`src/rtl/std_countones_acc_pkg.sv`:
```
// Shared width helper for the streaming popcount accumulator and its popcount sub-module.
package std_countones_acc_pkg;

  // Bits needed to hold a count of 0..w set bits.
  function automatic int calc_clogw(input int w);
    if (w > 1) return $clog2(w) + 1;
    return 1;
  endfunction

endpackage

```
`src/rtl/std_countones.sv`:
```
// Combinational population count of a W-bit word.
// Zero latency, no handshake; the caller registers the result.
module std_countones
  import std_countones_acc_pkg::*;
#(
  parameter int W    = 32,
  parameter int CNTW = calc_clogw(W)
) (
  input  logic [W-1:0]    data,
  output logic [CNTW-1:0] count
);

  always_comb begin
    count = '0;
    for (int i = 0; i < W; i++) begin
      count = count + CNTW'(data[i]);
    end
  end

endmodule

```
`src/rtl/std_countones_acc.sv`:
```
// Per-frame ones/zeros tally over a valid/ready stream; STD_COUNTONES_ACC_SAT_EN selects saturating sums.
// Result valid one edge after the last word leaves S1; a stalled result only blocks a last word in S1.
module std_countones_acc
  import std_countones_acc_pkg::*;
#(
  parameter int W  = 32,
  parameter int CW = 16
) (
  input  logic          i_clk,
  input  logic          i_rst_n,
  input  logic          i_valid,
  output logic          o_ready,
  input  logic [W-1:0]  i_data,
  input  logic          i_last,
  input  logic          i_mode,
  output logic          o_valid,
  input  logic          i_ready,
  output logic [CW-1:0] o_count,
  output logic          o_ovf
);

  localparam int PW = calc_clogw(W);

  generate
    if (CW < PW) begin : g_cw_check
      $error("std_countones_acc: CW=%0d is narrower than the %0d bits a word count needs", CW, PW);
    end
  endgenerate

  logic [W-1:0]  word;
  logic [PW-1:0] word_cnt;
  logic          s1_valid;
  logic          s1_last;
  logic [CW-1:0] s1_cnt;
  logic [CW-1:0] acc;
  logic [CW-1:0] sum;
  logic          res_free;
  logic          s1_adv;
  logic          s1_close;

  // Zero counting is popcount of the inverted word.
  assign word = i_data ^ {W{i_mode}};

  std_countones #(.W(W)) u_popcount (
    .data  (word),
    .count (word_cnt)
  );

  assign res_free = !o_valid || i_ready;
  assign s1_adv   = s1_valid && (!s1_last || res_free);
  assign s1_close = s1_adv && s1_last;
  assign o_ready  = !s1_valid || s1_adv;

  always_ff @(posedge i_clk or negedge i_rst_n) begin
    if (!i_rst_n) begin
      s1_valid <= 1'b0;
      s1_last  <= 1'b0;
      s1_cnt   <= '0;
    end else if (o_ready) begin
      s1_valid <= i_valid;
      if (i_valid) begin
        s1_cnt  <= CW'(word_cnt);
        s1_last <= i_last;
      end
    end
  end

`ifdef STD_COUNTONES_ACC_SAT_EN
  logic [CW:0] sum_wide;
  logic        clamp;
  logic        ovf_acc;
  logic        frame_ovf;

  assign sum_wide  = {1'b0, acc} + {1'b0, s1_cnt};
  assign clamp     = sum_wide[CW];
  assign sum       = clamp ? {CW{1'b1}} : sum_wide[CW-1:0];
  assign frame_ovf = ovf_acc || clamp;

  // Overflow is sticky for the frame and travels out alongside its total.
  always_ff @(posedge i_clk or negedge i_rst_n) begin
    if (!i_rst_n) begin
      ovf_acc <= 1'b0;
      o_ovf   <= 1'b0;
    end else if (s1_close) begin
      ovf_acc <= 1'b0;
      o_ovf   <= frame_ovf;
    end else if (s1_adv) begin
      ovf_acc <= frame_ovf;
    end
  end
`else
  assign sum   = acc + s1_cnt;
  assign o_ovf = 1'b0;
`endif

  always_ff @(posedge i_clk or negedge i_rst_n) begin
    if (!i_rst_n) begin
      acc     <= '0;
      o_valid <= 1'b0;
      o_count <= '0;
    end else if (s1_close) begin
      acc     <= '0;
      o_valid <= 1'b1;
      o_count <= sum;
    end else begin
      if (i_ready) o_valid <= 1'b0;
      if (s1_adv)  acc     <= sum;
    end
  end

endmodule

```
`config.mk`:
```
export PLATFORM = sky130hd
export DESIGN_NAME = std_countones_acc
export DESIGN_NICKNAME = d
export VERILOG_FILES = /design/src/rtl/std_countones_acc_pkg.sv /design/src/rtl/std_countones.sv /design/src/rtl/std_countones_acc.sv
export SDC_FILE = /design/constraint.sdc
export NUM_CORES = 1
export LEC_CHECK = 0
export CELL_PAD_IN_SITES_DETAIL_PLACEMENT = 1
export CELL_PAD_IN_SITES_GLOBAL_PLACEMENT = 1
export CORE_MARGIN = 8
export CORE_UTILIZATION = 46
export CTS_BUF_LIST = sky130_fd_sc_hd__clkbuf_8
export DETAILED_ROUTE_END_ITERATION = 12
export GPL_TIMING_DRIVEN = 1
export PLACE_DENSITY = 0.93
export SYNTH_ARGS = -nofsm -noshare
export SYNTH_HDL_FRONTEND = slang
export SYNTH_HIERARCHICAL = 1
export SYNTH_SLANG_ARGS = --single-unit
```
`constraint.sdc`:
```
create_clock -name i_clk -period 3.02 [get_ports i_clk]
set_clock_uncertainty 0.05 [all_clocks]
set_input_delay 0.453 -clock i_clk [delete_from_list [all_inputs] [get_ports i_clk]]
set_output_delay 0.453 -clock i_clk [all_outputs]
set_load 0.01 [all_outputs]
```
# == Word level (Yosys, flattened, before mapping) ==
# Cells that the tools add are included.
# op_classes
n_addsub,32
n_mux,4
n_reduce_logical,11
bitwise,1
# ops
cell,n
adder 6 x 1 -> 6 bit,30
two-way mux 16 bit,2
XOR 32 bit,1
adder 16 x 6 -> 16 bit,1
nonzero test 2 bit,2
zero test 1 bit,3
logical OR 1 bit,3
adder 1 x 1 -> 2 bit,1
logical AND 1 bit,2
two-way mux 1 bit,2
AND reduction 2 bit,1
# totals
word_cells,54
reg_bits,41

# == Depth between registers and ports, before layout ==
# Gate-level depths: netlist of the first run.
# depth
word_depth,32
ltp_mapped,20
depth_no_buf,18

# == Cells and area by module ==
# The synthesis of the first run kept the hierarchy.
# by_module_without_submodules
mod,area_per_inst_um2,cells_each,seq_area_each_um2,instances
std_countones_acc,2438.6,245,1026.0,1
std_countones,758.2,73,0.0,1

# == Worst setup path before layout of the first run ==
# OpenSTA, ideal clock, no wires.
# synth_timing
path_kind,input-to-reg
startpoint,input i_mode
endpoint,register s1_cnt[4]
required_ns,2.845
setup_time_ns,0.125
stages,20
path_slack_ns,-2.442
arrival_ns,5.287
path_cell_list,clkbuf_1 -> buf_2 -> xor2_1 -> inv_1 -> fa_1 -> inv_1 -> fa_1 -> fa_1 -> fa_1 -> fa_1 -> inv_1 -> fa_1 -> inv_1 -> ha_1 -> inv_1 -> fa_1 -> nand2b_1 -> a21oi_2 -> xor2_1 -> mux2_2
# synth_via
elab_chain_cells,32
# synth_rtl
element,line_no,text
start: declaration,std_countones_acc.sv:15,"input logic i_mode,"
XOR 32 bit,std_countones_acc.sv:42,assign word = i_data ^ {W{i_mode}};
named net word[1],std_countones_acc.sv:30,logic [W-1:0] word;
adder 1 x 1 -> 2 bit,std_countones.sv:16,count = count + CNTW'(data[i]);
adder 6 x 1 -> 6 bit (30 in series),std_countones.sv:16,
named net word_cnt[4],std_countones_acc.sv:31,logic [PW-1:0] word_cnt;
end signal: assignment,std_countones_acc.sv:62,s1_cnt <= CW'(word_cnt);
end: declaration,std_countones_acc.sv:34,logic [CW-1:0] s1_cnt;
# The timed path passes the listed nets, and every way through them passes these cells.
# A chain may end at the register's enable or synchronous reset.

# == Final worst setup path of the first run ==
# layout_timing
startpoint,input i_data[11]
endpoint,register s1_cnt[4]
# layout_via
elab_chain_cells,22
# layout_rtl
element,line_no,text
start: declaration,std_countones_acc.sv:13,"input logic [W-1:0] i_data,"
XOR 32 bit,std_countones_acc.sv:42,
named net word[11],std_countones_acc.sv:30,
adder 6 x 1 -> 6 bit (21 in series),std_countones.sv:16,
named net word_cnt[4],std_countones_acc.sv:31,
# The timed path passes the listed nets, and every way through them passes these cells.

==> results of run 1 <==
==> cells by family after synthesis <==
kind of cell / share of synthesized area (%)
AO/OA/AOI/OAI: 10.8
XOR/XNOR: 10.7
adder cells (fa/ha/maj): 20.7
buffers and inverters: 6.73
flip-flops: 32.1
multiplexers: 3.64
other: 0.117
AND/OR/NAND/NOR: 15.2
==> sequential cells by signal, summed over array words and instances, names as in the netlist <==
signal and cells:
acc 16, o_count 16, s1_cnt 6, o_valid 1, s1_last 1, s1_valid 1
==> how the worst max path moves through the flow <==
stage	start	end	slack [ps]	cells past startpoint
3_5_place_dp	i_mode	s1_cnt[4]	-2900	20
3_3_place_gp	i_mode	s1_cnt[4]	-2660	20
2_1_floorplan	i_mode	s1_cnt[4]	-2180	20
5_1_grt	i_data[11]	s1_cnt[4]	-2380	19
4_1_cts	i_mode	s1_cnt[4]	-2210	21
6_report	i_data[11]	s1_cnt[4]	-2250	19
==> report_power, final <==
group / switching (mW) / internal, mW
logic: 2.39 / 2.49
registers: 0.220 / 0.808
clock network: 0.179 / 0.178
total: 2.79 / 3.47
==> metrics by stage <==
| step | hold slack (ps) | setup WS, ps | power [mW] | cell area [um2] | utilization (%) |
|---|---|---|---|---|---|
| CTS | 277 | -2210 | 6.01 | 4070 | 60.2 |
| detailed placement | 414 | -2900 | 5.38 | 3860 | 57.1 |
| floorplan | 107 | -2180 | 4.17 | 3270 | - |
| global placement | 405 | -2660 | 4.95 | 3860 | 57.1 |
| finish | 240 | -2250 | 6.26 | 4150 | 61.4 |
| global route | 320 | -2380 | 6.80 | 4150 | 61.4 |
==> worst register-to-register path, stage by stage, from the launching register on <==
cell and delay, ps:
dfrtp_1 400, ha_1 240, fa_1 420, a21o_1 220
a31oi_1 240, buf_4 270, o21ai_1 110, a31oi_1 190
==> area by class of cell <==
| type | count | share of cell area, % |
|---|---|---|
| inverter | 31 | 2.81 |
| tap | 80 | 2.41 |
| multi-input combinational | 230 | 50.6 |
| sequential | 41 | 24.8 |
| clock buffer | 6 | 1.99 |
| timing repair buffer | 72 | 17.4 |
| clock inverter | 1 | 0.0906 |
==> cells in the mapped netlist (all sizes together), types with 5 or more instances <==
cell / count / area share (%)
o21ai: 5 / 0.78
clkbuf: 6 / 0.74
nand3: 24 / 3.8
buf: 10 / 2.3
or4: 17 / 4.0
nor2: 6 / 0.70
ha: 13 / 5.1
mux2: 10 / 3.6
a21oi: 5 / 1.1
nand2: 37 / 4.3
dfrtp: 41 / 32
o211ai: 19 / 4.5
xnor2: 6 / 1.6
inv: 31 / 3.6
fa: 25 / 16
xor2: 33 / 9.0
==> metal layers <==
layer	track usage, %	wire length (um)	vias up
li1	-	-	1200
met1	19.6	3550	1310
met2	36.6	5260	92
met3	4.40	508	28
met4	10.4	467	0
met5	0	0	-
==> repair_timing <==
item / 4_1_cts / 5_1_grt
setup buffers: 6 / 1
setup endpoints to repair: 6 / 6
pin swaps: 26 / 15
resized for setup: 37 / 16
gates cloned: 1 / 0
==> flow_summary.yaml, run 1 <==
route:
  post_detailed_routing_wire_length_um: 9790
  remaining_drc_errors: 0
  vias_per_cell: 5.70
  length_of_the_first_detailed_routing_pass_in_iterations: 4
  initialDrtViolationCount: 113
  wl_per_cell_um: 21.2
  drt.antenna.violating_nets: 0
  vias: 2630
global_routing:
  groute.usage.overall_pct: 19.5
  antenna_violations_before_repair: 0
  first_global_vias: 3013
  maximum_number_of_pins_on_one_net_before_global_route_repair: 42
  grt_overflow: 0
  grt_first_pass_wirelength_um: 15300
clock_network:
  clockBufferDepth: 2
  cts-buffers-inserted: 5
  worst_skew_pair.late_latency_ps: 290
  cts_sinks: 41
  htree_levels: 2
  worst_setup_hold_path_clk_slew_ps: 80
  clock_tree.root_cell: "clkbuf_8"
  cts_tree: "built"
  cts-hold-fix-buffers: 0
setup_path:
  worst_ep_arrival_time_ps: 5390
  setup.worst_path.class: "primary input to register"
  worstPathRequired_ps: 3140
  setup.worst_path.start_class: "primary input"
  cpPeakStageDelay_ps: 580
  crit_fanout: 2
  path_delay_family: "adder cells"
  critPathCaptureType: "register"
  worst_path_most_repeated_cell: "fa_2"
  r2r.worst_path.cells: 7
  reg_to_reg_slack_setup_ps: 820
  timing.rr.end: "o_count[8]"
  r2r-start: "s1_cnt[0]"
  path_buf_inv: 6
  cpMaxStageDelayCell: "fa_1"
  timing.critical_path.cells: "dlygate4sd2_1 > xor2_1 > inv_1 > fa_1 > inv_2 > fa_2 > fa_2 > fa_2 > fa_1 > inv_1 > fa_1 > inv_2 > ha_4 > inv_2 > fa_2 > nand2b_4 > a21oi_2 > xor2_1 > mux2_4"
place:
  dpl_hpwl_um: 7040
  placedCellCount: 447
  buffer_ports.inserted: 55
  place_congestion: 0.817
layout:
  final_cells: 461
  seq_area_um2: 1030
  final_net_count: 457
  antennaDiodeCount: 0
  areaGrowthSynthToFinish_pct: 29.7
  layout-drive-gt1-share_pct: 16.5
  multi_input_combinational_cell_area_um2: 2100
  final_common_cell: "dfrtp_1"
  most-common-layout-cells: "dfrtp_1, clkdlybuf4s50_1, nand2_1, inv_1, xor2_1"
  fillCellCount: 744
hold_path:
  worstHoldPathType: "primary input to async pin"
synthesis:
  yosysSeqAreaShare_pct: 32.1
  ys_warn_count: 6
  netlist_area_before_placement_um2: 3200
  syn-instance-count: 318
  synth.lib_cells_used.distinct: 41
  edff_count_synth: 0
  synth_area_per_cell_um2: 10.1
  ys_seq_elements: 41
  postSynthNetCount: 394
  synth-async-reset-ratio_pct: 100
  yosys_most_used_dff: "dfrtp_1"
floorplanning:
  std_cell_rows: 30
  design.portCount: 57
  die_h_um: 99.4
  placeableCoreArea_um2: 6760
  fp.dieW_um: 99.4
  initial_core_util_pct: 47.3
  dieArea_um2: 9870
sta:
  fin_setup_tns_ps: -12260
  rsz0062_at_grt: "true"
  timing_worst_slew_pin_value_ps: 910
  maximum_achievable_frequency_ghz: 0.190
  slew_headroom_pct: 39.3
  setup_viol_count_final: 6
  final.period_utilization_pct: 174
  timing.final.hold_violations: 0
  timing.final.max_slew_violations: 0
  setup_ws_final_ps: -2250
  final.min_clock_period_ps: 5270
run_status:
  outcome: "complete, but fails checks"
  failed_checks: "negative setup slack"
pwr:
  cellLeakagePower_nw: 1.93
  irDropWorstVdd_v: 0.000969
  pwr_density_cell_nw_per_um2: 1510
run:
  cap_violations: 0
No activity file was read; power rests on OpenSTA's default activity.
==> inputs of run 2 (changes only) <==
CORE_UTILIZATION = 45   (was 46)
PLACE_DENSITY = 0.91   (was 0.93)
==> run 2 against run 1 <==
Net effect:
- the flow still finishes with violations (negative setup slack)
- clock power increased by 32%
- sequential cell count unchanged
- maximum frequency about the same
- combinational power decreased by 0.8%
- register-to-register slack got worse by 110 ps
- setup slack got worse by 3.5 ps
- worst hold slack got worse by 13 ps
- clock-buffer cell count unchanged
- first-iteration DRC count increased by 51%
- largest power group unchanged
==> flow_summary.yaml, run 2 (synthesized netlist as in run 1, its figures left out) <==
clock_network:
  cts_tree: "built"
  cts-buffers-inserted: 5
  worst_skew_pair.late_latency_ps: 300
  htree_levels: 2
  clockBufferDepth: 2
  cts_sinks: 41
  worst_setup_hold_path_clk_slew_ps: 80
  clock_tree.root_cell: "clkbuf_8"
route:
  vias_per_cell: 5.57
  vias: 2673
  met2RoutedLength_um: 5250
  initialDrtViolationCount: 171
  metal_1_wl_um: 3630
  post_detailed_routing_wire_length_um: 9790
  top_routing_layer_in_use: "met4"
  drt.antenna.violating_nets: 0
  length_of_the_first_detailed_routing_pass_in_iterations: 4
  met3WireLength_um: 476
  remaining_drc_errors: 0
  wl_per_cell_um: 20.4
global_routing:
  groute.usage.overall_pct: 20.0
  grt_first_pass_wirelength_um: 15800
  first_global_vias: 3075
  antenna_violations_before_repair: 0
  maximum_number_of_pins_on_one_net_before_global_route_repair: 42
  grt_overflow: 0
sta:
  setup_viol_count_final: 6
  rsz0062_at_grt: "true"
  final.min_clock_period_ps: 5270
  timing.final.max_slew_violations: 0
  timing.final.hold_violations: 0
  maximum_achievable_frequency_ghz: 0.190
  final.period_utilization_pct: 174
  timing_worst_slew_pin_value_ps: 941
  slew_headroom_pct: 37.3
  setup_ws_final_ps: -2250
layout:
  final_design_utilization_pct: 61.5
  final_common_cell: "dfrtp_1"
  final_cells: 480
  layout-drive-gt1-share_pct: 16.7
  final_net_count: 459
  multi_input_combinational_cell_area_um2: 2070
  fillCellCount: 749
  areaGrowthSynthToFinish_pct: 31.4
  largest_registers: "acc x16, o_count x16, s1_cnt x6"
  most-common-layout-cells: "dfrtp_1, clkdlybuf4s50_1, nand2_1, xor2_1, inv_1"
  antennaDiodeCount: 0
  seq_area_um2: 1030
setup_path:
  setup.worst_path.start_class: "primary input"
  critPathCaptureType: "register"
  cpPeakStageDelay_ps: 590
  cpMaxStageDelayCell: "fa_2"
  timing.critical_path.cells: "dlygate4sd2_1 > xor2_1 > inv_1 > fa_1 > inv_2 > fa_1 > fa_1 > fa_2 > fa_1 > inv_1 > fa_2 > inv_2 > ha_4 > inv_2 > fa_2 > nand2b_4 > a21oi_2 > xor2_1 > mux2_4"
  worst_ep_arrival_time_ps: 5400
  setup.worst_path.class: "primary input to register"
  worstPathRequired_ps: 3150
  worst_path_most_repeated_cell: "fa_1"
  crit_fanout: 2
floorplanning:
  fp.dieW_um: 100
  design.portCount: 57
  placeableCoreArea_um2: 6830
  die_h_um: 100
  dieArea_um2: 10100
  std_cell_rows: 30
  initial_core_util_pct: 46.8
run:
  cap_violations: 0
place:
  place_ws_ps: -2870
  buffer_ports.inserted: 55
  place_congestion: 0.805
  dpl_hpwl_um: 6510
  placedCellCount: 463
run_status:
  failed_checks: "negative setup slack"
  outcome: "complete, but fails checks"
pwr:
  share_comb_of_total_power_pct: 76.3
  cellLeakagePower_nw: 1.96
  power.switching_fraction_pct: 44.3
  pwr-share-seq_pct: 16.2
  irDropWorstVdd_v: 0.000891
  p_total_mw: 6.34
  pwr-share-clk_pct: 7.5
  netSwitchingPower_mw: 2.81
  intPower_mw: 3.53
  pwr_density_cell_nw_per_um2: 1510
hold_path:
  worstHoldPathType: "primary input to async pin"
[run 2: cell types whose count changed in the layout (fill, tap and decap cells not counted), sizes merged]
cell          before  now
dlygate4sd2       13   10
bufinv             0    1
clkinvlp           0    1
buf               19   21
inv               32   31
dlymetal6s2s       2    5
[run 2: worst paths after layout]
kind / startpoint / endpoint / slack (ps) / depth (start not counted)
worst max-delay path: i_data[11] / s1_cnt[4] / -2250 / 19
worst min-delay path: i_rst_n / o_count[6] / 230 / 1
worst max register to register: s1_cnt[0] / o_count[6] / 710 / 7
worst min register to register: o_count[11] / o_count[11] / 430 / 2
max in group asynchronous: i_rst_n / s1_cnt[5] / 2090 / 1
min in group i_clk: o_count[11] / o_count[11] / 430 / 2
[run 2: power groups by stage]
stage               Combinational [mW]  Clock [mW]  Sequential [mW]
floorplan                         3.17           0             1.01
global placement                  3.96           0             1.00
detailed placement                4.43           0             1.03
CTS                               4.61       0.479             1.03
global route                      5.38       0.493             1.06
finish                            4.84       0.473             1.03
[run 2: layout make-up]
type / instances / area share [%]
sequential: 41 / 24.4
clock inverter: 2 / 0.894
timing repair buffer: 74 / 17.8
inverter: 31 / 2.77
clock buffer: 6 / 1.97
multi-input combinational: 230 / 49.2
tap: 96 / 2.86
[run 2: worst max-delay path, delay by kind of cell]
kind | cells | cell delay [ps]
adders and majority gates | 8 | 3540
buffers and inverters | 6 | 600
muxes | 1 | 270
xor gates and xnor gates | 2 | 260
and+or+nand+nor | 1 | 140
AOI/OAI and AO/OA | 1 | 140
[run 2: layer usage]
metal	vias up	GRT usage (%)
met2	102	36.6
met3	26	3.11
met1	1336	20.8
met4	0	12.3
met5	-	0
li1	1209	-
[run 2: stage by stage]
stage,hold WS [ps],instance area (um2),setup TNS (ps)
6_report,227,4200,-12130
5_1_grt,300,4200,-13010
4_1_cts,255,4140,-12280
3_5_place_dp,415,3880,-16160
3_3_place_gp,407,3880,-14910
2_1_floorplan,107,3270,-11930
[run 2: what timing repair did]
item                       CTS  global route
cloned                       0             0
setup buffers                8             2
pin swaps                   34            22
setup endpoints to repair    6             6
hold buffers                 0             0
resized for setup           36            16
==> inputs of run 3 (changes only) <==
GPL_ROUTABILITY_DRIVEN = 0   (was default)
==> results of run 3 <==
No change in the layout: final DEF, timing and power equal those of run 2.
